===== src/rtl/serial_link_pkg.sv =====
// rtl/serial_link_pkg.sv - shared types, framing constants and parity helper for the bit-serial word link
package serial_link_pkg;

  typedef enum logic [1:0] {
    IDLE   = 2'd0,
    DATA   = 2'd1,
    PARITY = 2'd2,
    STOP   = 2'd3
  } rx_state_t;

  localparam logic START_BIT = 1'b0;
  localparam logic STOP_BIT  = 1'b1;

  // Parity bit that makes the total number of ones even; callers zero-extend narrower words.
  function automatic logic even_parity(input logic [63:0] v);
    return ^v;
  endfunction

endpackage


===== src/rtl/serial_word_rx_if.sv =====
// rtl/serial_word_rx_if.sv - valid/ready word stream from the receiver buffer to the consumer
interface serial_word_rx_if #(
  parameter int WIDTH = 8
);
  logic             out_valid;
  logic             out_ready;
  logic [WIDTH-1:0] out_data;

  modport master (output out_valid, output out_data, input out_ready);
  modport slave  (input out_valid, input out_data, output out_ready);
endinterface


===== src/rtl/serial_word_fifo.sv =====
// rtl/serial_word_fifo.sv - circular word buffer with registered occupancy and combinational head
module serial_word_fifo #(
  parameter int WIDTH = 8,
  parameter int DEPTH = 32
) (
  input  logic                   clk,
  input  logic                   rst_n,
  input  logic                   push,
  input  logic [WIDTH-1:0]       push_data,
  output logic                   room,
  output logic [$clog2(DEPTH):0] count,
  serial_word_rx_if.master       out
);
  localparam int AW = $clog2(DEPTH);

  logic [WIDTH-1:0] mem [DEPTH];
  logic [AW-1:0]    wptr;
  logic [AW-1:0]    rptr;
  logic             pop;
  logic             full;

  assign pop           = out.out_valid && out.out_ready;
  assign full          = (count == (AW+1)'(DEPTH));
  // A pop in the same cycle frees the slot the incoming push needs.
  assign room          = !full || pop;
  assign out.out_valid = (count != '0);
  assign out.out_data  = mem[rptr];

  always_ff @(posedge clk or negedge rst_n) begin
    if (!rst_n) begin
      wptr  <= '0;
      rptr  <= '0;
      count <= '0;
      for (int i = 0; i < DEPTH; i++) mem[i] <= '0;
    end else begin
      if (push) begin
        mem[wptr] <= push_data;
        wptr      <= wptr + 1'b1;
      end
      if (pop) rptr <= rptr + 1'b1;
      case ({push, pop})
        2'b10:   count <= count + 1'b1;
        2'b01:   count <= count - 1'b1;
        default: count <= count;
      endcase
    end
  end

endmodule


===== src/rtl/serial_word_rx.sv =====
// rtl/serial_word_rx.sv - framed serial receiver feeding a word buffer; parity checking under SERIAL_WORD_RX_PARITY_EN
module serial_word_rx
  import serial_link_pkg::*;
#(
  parameter int WIDTH = 8,
  parameter int DEPTH = 32
) (
  input  logic                   clk,
  input  logic                   rst_n,
  input  logic                   bit_en,
  input  logic                   bit_in,
  serial_word_rx_if.master       out,
  output logic [$clog2(DEPTH):0] count,
  output logic                   frame_err,
  output logic                   overflow
);
  localparam int CNT_W = $clog2(WIDTH);
  localparam logic [CNT_W-1:0] CNT_LAST = CNT_W'(WIDTH - 1);

  rx_state_t        state, state_d;
  logic [CNT_W-1:0] cnt;
  logic [WIDTH-1:0] shreg;
  logic             frame_bad;
  logic             stop_good;
  logic             stop_bad;
  logic             room;
  logic             push;

`ifdef SERIAL_WORD_RX_PARITY_EN
  logic par_bad;

  always_ff @(posedge clk or negedge rst_n) begin
    if (!rst_n)                          par_bad <= 1'b0;
    else if (bit_en && state == PARITY) par_bad <= (even_parity(64'(shreg)) != bit_in);
  end

  assign frame_bad = (bit_in != STOP_BIT) || par_bad;
`else
  assign frame_bad = (bit_in != STOP_BIT);
`endif

  assign push = stop_good && room;

  always_comb begin
    state_d   = state;
    stop_good = 1'b0;
    stop_bad  = 1'b0;
    if (bit_en) begin
      case (state)
        IDLE: if (bit_in == START_BIT) state_d = DATA;
        DATA: if (cnt == CNT_LAST) begin
`ifdef SERIAL_WORD_RX_PARITY_EN
          state_d = PARITY;
`else
          state_d = STOP;
`endif
        end
        PARITY: state_d = STOP;
        STOP: begin
          state_d   = IDLE;
          stop_bad  = frame_bad;
          stop_good = !frame_bad;
        end
        default: state_d = IDLE;
      endcase
    end
  end

  always_ff @(posedge clk or negedge rst_n) begin
    if (!rst_n) begin
      state     <= IDLE;
      cnt       <= '0;
      shreg     <= '0;
      frame_err <= 1'b0;
      overflow  <= 1'b0;
    end else begin
      state     <= state_d;
      frame_err <= stop_bad;
      overflow  <= stop_good && !room;
      if (bit_en) begin
        case (state)
          IDLE: if (bit_in == START_BIT) begin
            cnt   <= '0;
            shreg <= '0;
          end
          DATA: begin
            shreg <= {shreg[WIDTH-2:0], bit_in};
            cnt   <= cnt + 1'b1;
          end
          default: ;
        endcase
      end
    end
  end

  serial_word_fifo #(
    .WIDTH(WIDTH),
    .DEPTH(DEPTH)
  ) u_fifo (
    .clk       (clk),
    .rst_n     (rst_n),
    .push      (push),
    .push_data (shreg),
    .room      (room),
    .count     (count),
    .out       (out)
  );

endmodule


===== src/flat_wrapper.sv =====
// flat-port wrapper written by rule: the top's interface ports become plain ports
module serial_word_rx_flat import serial_link_pkg::*;
#(
  parameter int WIDTH = 8,
  parameter int DEPTH = 32
)
  (clk, rst_n, bit_en, bit_in, count, frame_err, overflow, out_out_valid, out_out_data, out_out_ready);
  serial_word_rx_if #(.WIDTH(WIDTH)) out_i ();
  input  logic clk;
  input  logic rst_n;
  input  logic bit_en;
  input  logic bit_in;
  output logic [$clog2(DEPTH):0] count;
  output logic frame_err;
  output logic overflow;
  output wire logic [$bits(out_i.out_valid)-1:0] out_out_valid;
  output wire logic [$bits(out_i.out_data)-1:0] out_out_data;
  input wire logic [$bits(out_i.out_ready)-1:0] out_out_ready;
  assign out_out_valid = out_i.out_valid;
  assign out_out_data = out_i.out_data;
  assign out_i.out_ready = out_out_ready;
  serial_word_rx #(.WIDTH(WIDTH), .DEPTH(DEPTH)) u_core (.clk(clk), .rst_n(rst_n), .bit_en(bit_en), .bit_in(bit_in), .out(out_i), .count(count), .frame_err(frame_err), .overflow(overflow));
endmodule

===== config.mk =====
export PLATFORM = sky130hd
export DESIGN_NAME = serial_word_rx_flat
export DESIGN_NICKNAME = d
export VERILOG_FILES = /design/src/rtl/serial_link_pkg.sv /design/src/rtl/serial_word_rx_if.sv /design/src/rtl/serial_word_fifo.sv /design/src/rtl/serial_word_rx.sv /design/src/flat_wrapper.sv
export SDC_FILE = /design/constraint.sdc
export NUM_CORES = 1
export LEC_CHECK = 0
export ABC_AREA = 1
export BUFFER_PORTS_ARGS = -buffer_cell sky130_fd_sc_hd__buf_2
export CAP_MARGIN = 20
export CORE_MARGIN = 4
export CORE_UTILIZATION = 55
export DETAILED_ROUTE_END_ITERATION = 6
export HOLD_SLACK_MARGIN = 0.02
export PLACE_DENSITY = 0.82
export SYNTH_ARGS = -nofsm -noshare
export SYNTH_HDL_FRONTEND = slang
export SYNTH_HIERARCHICAL = 1
export SYNTH_SLANG_ARGS = --single-unit
export TNS_END_PERCENT = 5

===== constraint.sdc =====
create_clock -name clk -period 2.45 [get_ports clk]
set_input_delay 0.245 -clock clk [delete_from_list [all_inputs] [get_ports clk]]
set_output_delay 0.245 -clock clk [all_outputs]
set_load 0.05 [all_outputs]

==> metrics.txt <==
status finished with violations; failing checks negative setup slack; count of final max-slew check failures 0; Final WS setup -136 ps; crit path max fanout between 50 and 60; via density per instance 5.78; Final Util 0.661; leak pwr 7.50 nW; vias in the first global route 11,900; CP Class flop to output pin; Hold Crit Class input port to async pin; syn avg cell area 7.64 um^2; DRT iter0 DRCs 1,739; Placer Congestion 0.857; antenna viol nets, final 0; CTS buffer count 30; Post-Synth Simple-Gate Area 0.269; Critical Path End Type output pin; DP Worst Slack 48.1 ps; dpl hpwl 21,900 um; # diodes 0; clock sinks 287; pwr dens 1100 nW/um^2; clock latency on the worst-skew pair 570 ps; final hold vios 0; P&R area growth vs syn 17.7%; most frequent cells in the layout 654 x nand2_1, 279 x dfrtp_1, 253 x o21ai_0; required time of the critical path 2200 ps; max-cap check violation count 0; root cell of the clock tree clkbuf_16; drt wl/cell 17.7 um; Synth Area in Compound Gates 0.107; layout cell share with drive strength beyond 1 0.149; Worst setup SP type flop; Worst EP arrival approximately 2300 ps; Nets 1,818; residual DRC count 0; RSZ-0062 raised after global routing yes; Mapped Cells 1,799; sequential share of the synthesized area 0.523; final instance area roughly 16,000 um^2; Unique masters post-synth 28; dpl cell area between 10,000 and 15,000 um^2; Clk pin slew, worst setup/hold paths approximately 60 ps; num rows 57; Yosys top cell area share 0.523; Yosys top cell by area dfrtp_1; cells taking the most area after synthesis dfrtp_1 52%, nand2_1 19%, o21ai_0 9.2%; Max transition margin 0.542; wl on met1 15,400 um; crit path time final 2590 ps; DR vias 12,400; Tcrit/Tclk final 1.06; Synth Area in XOR/XNOR 0.00574; Core ar. 24,500 um^2; IO Pins 22; maximum vdd drop 0.882 mV; GRT overflow 0; flops & latches, synth 287; leading cell type in the layout, fill and taps excluded nand2_1; largest family of logic cells by synthesized area simple AND/OR/NAND/NOR gates; Mapped Nets 1,820; Worst-Margin Slew 686 ps; die height 166 um; adder-cell share of the synthesized area 0.0151; largest net degree at the start of global routing between 60 and 70; met2 WL 17,500 um; detailed-route wire length 38,000 um; GR Util All Layers 0.267; metal3 WL 3530 um; YS warnings 6; die width 166 um; DRT Pass-1 Iters 6; skew final about 17 ps; die footprint 27,600 um^2; setup violators final 8; initial core utilization 0.562; mux share of post-synthesis cell area 0; PortBufs 21; clock buffer depth 3; Fmax 387 MHz; CTS tree yes; H-tree depth 1; Pwr Total 0.0178 W; Top Metal Used met4; first-pass GRT wire length between 60,000 and 70,000 um; initial antenna violation count 0; Post-Syn Area 13,700 um^2
-- stage by stage --
stage,TNS [ps],instances,hold WS (ps)
after global routing,-5690,2144,312
after global placement,0,2074,250
after CTS,-705,2145,274
after detailed placement,0,2074,253
final,-794,2144,251
after floorplan,0,1799,-50.6
-- synthesized netlist by cell type (all sizes together) --
cell type  count
or2            1
xnor2          2
dfrtp        287
clkinv         5
fa             1
o211ai         8
buf           38
ha            15
inv          165
a31oi          1
nand3        159
nand2        704
o21ai        262
nor2          34
nor3           3
xor2           7
nand4         15
clkbuf        74
a21oi         18
-- where the power goes --
part	switching [W]	total (W)	internal, W
Clock	0.00189	0.00433	0.00244
Combinational	0.00535	0.00798	0.00262
Sequential	0.000369	0.00547	0.00510
-- final cells by class --
class | count | area [um^2]
Sequential cell | 287 | 7190
Multi-Input combinational cell | 1230 | 5990
Tap cell | 324 | 405
Timing Repair Buffer | 78 | 983
Clock inverter | 9 | 60.1
Inverter | 170 | 662
Clock buffer | 46 | 871
Fill cell | 1861 | 8290
-- cell families (layout without fill, tap and decap cells) --
logic type	count (synthesis)	after routing
simple gates	916	916
compound gates	289	289
flops	287	287
buf+inv	282	303
fa+ha+maj	16	16
xor+xnor	9	9
-- worst max-delay path, cell delays in order (launching register included) --
cell	delay [ps]
dfrtp_4	520
buf_12	300
nand2_1	100
nand2_1	100
nand2_1	60
a21oi_1	200
nor2_2	90
nand2_2	90
nand2_1	70
inv_1	70
buf_6	150
-- repair_timing --
action / 4_1_cts / 5_1_grt
setup buffers: 5 / 0
cloned: 7 / 1
endpoints found under the setup margin: 8 / 189
hold endpoints to repair: 67 / 0
pin swaps: 34 / 34
hold buffers: 4 / 0
resized for setup: 98 / 87
-- routing by layer --
metal / global-route usage / up-vias
met5: 0 / -
met4: 0.103 / 0
met3: 0.0443 / 134
met2: 0.424 / 670
met1: 0.371 / 5905
li1: - / 5675
-- sequential cells by signal, indices dropped and copies added (netlist names) --
signal	count
u_core/frame_err	1
u_core/cnt	3
u_core/shreg	8
u_core/u_fifo/rptr	5
u_core/u_fifo/mem	256
u_core/u_fifo/count	6
u_core/state	2
u_core/overflow	1
u_core/u_fifo/wptr	5
-- worst paths after layout --
kind / from / to / slack, ps / depth (start not counted)
hold reg to reg: u_core/u_fifo/mem[196] / u_core/u_fifo/mem[196] / 480 / 2
max in group asynchronous: rst_n / u_core/u_fifo/rptr[1] / 1490 / 3
min in group clk: bit_in / u_core/frame_err / 420 / 3
hold / removal: rst_n / u_core/u_fifo/mem[191] / 250 / 2
setup / recovery: u_core/u_fifo/rptr[0] / out_out_data[7] / -140 / 10
setup reg to reg: u_core/u_fifo/count[0] / u_core/u_fifo/mem[88] / 60 / 14
(Power assumes the default switching activity.)
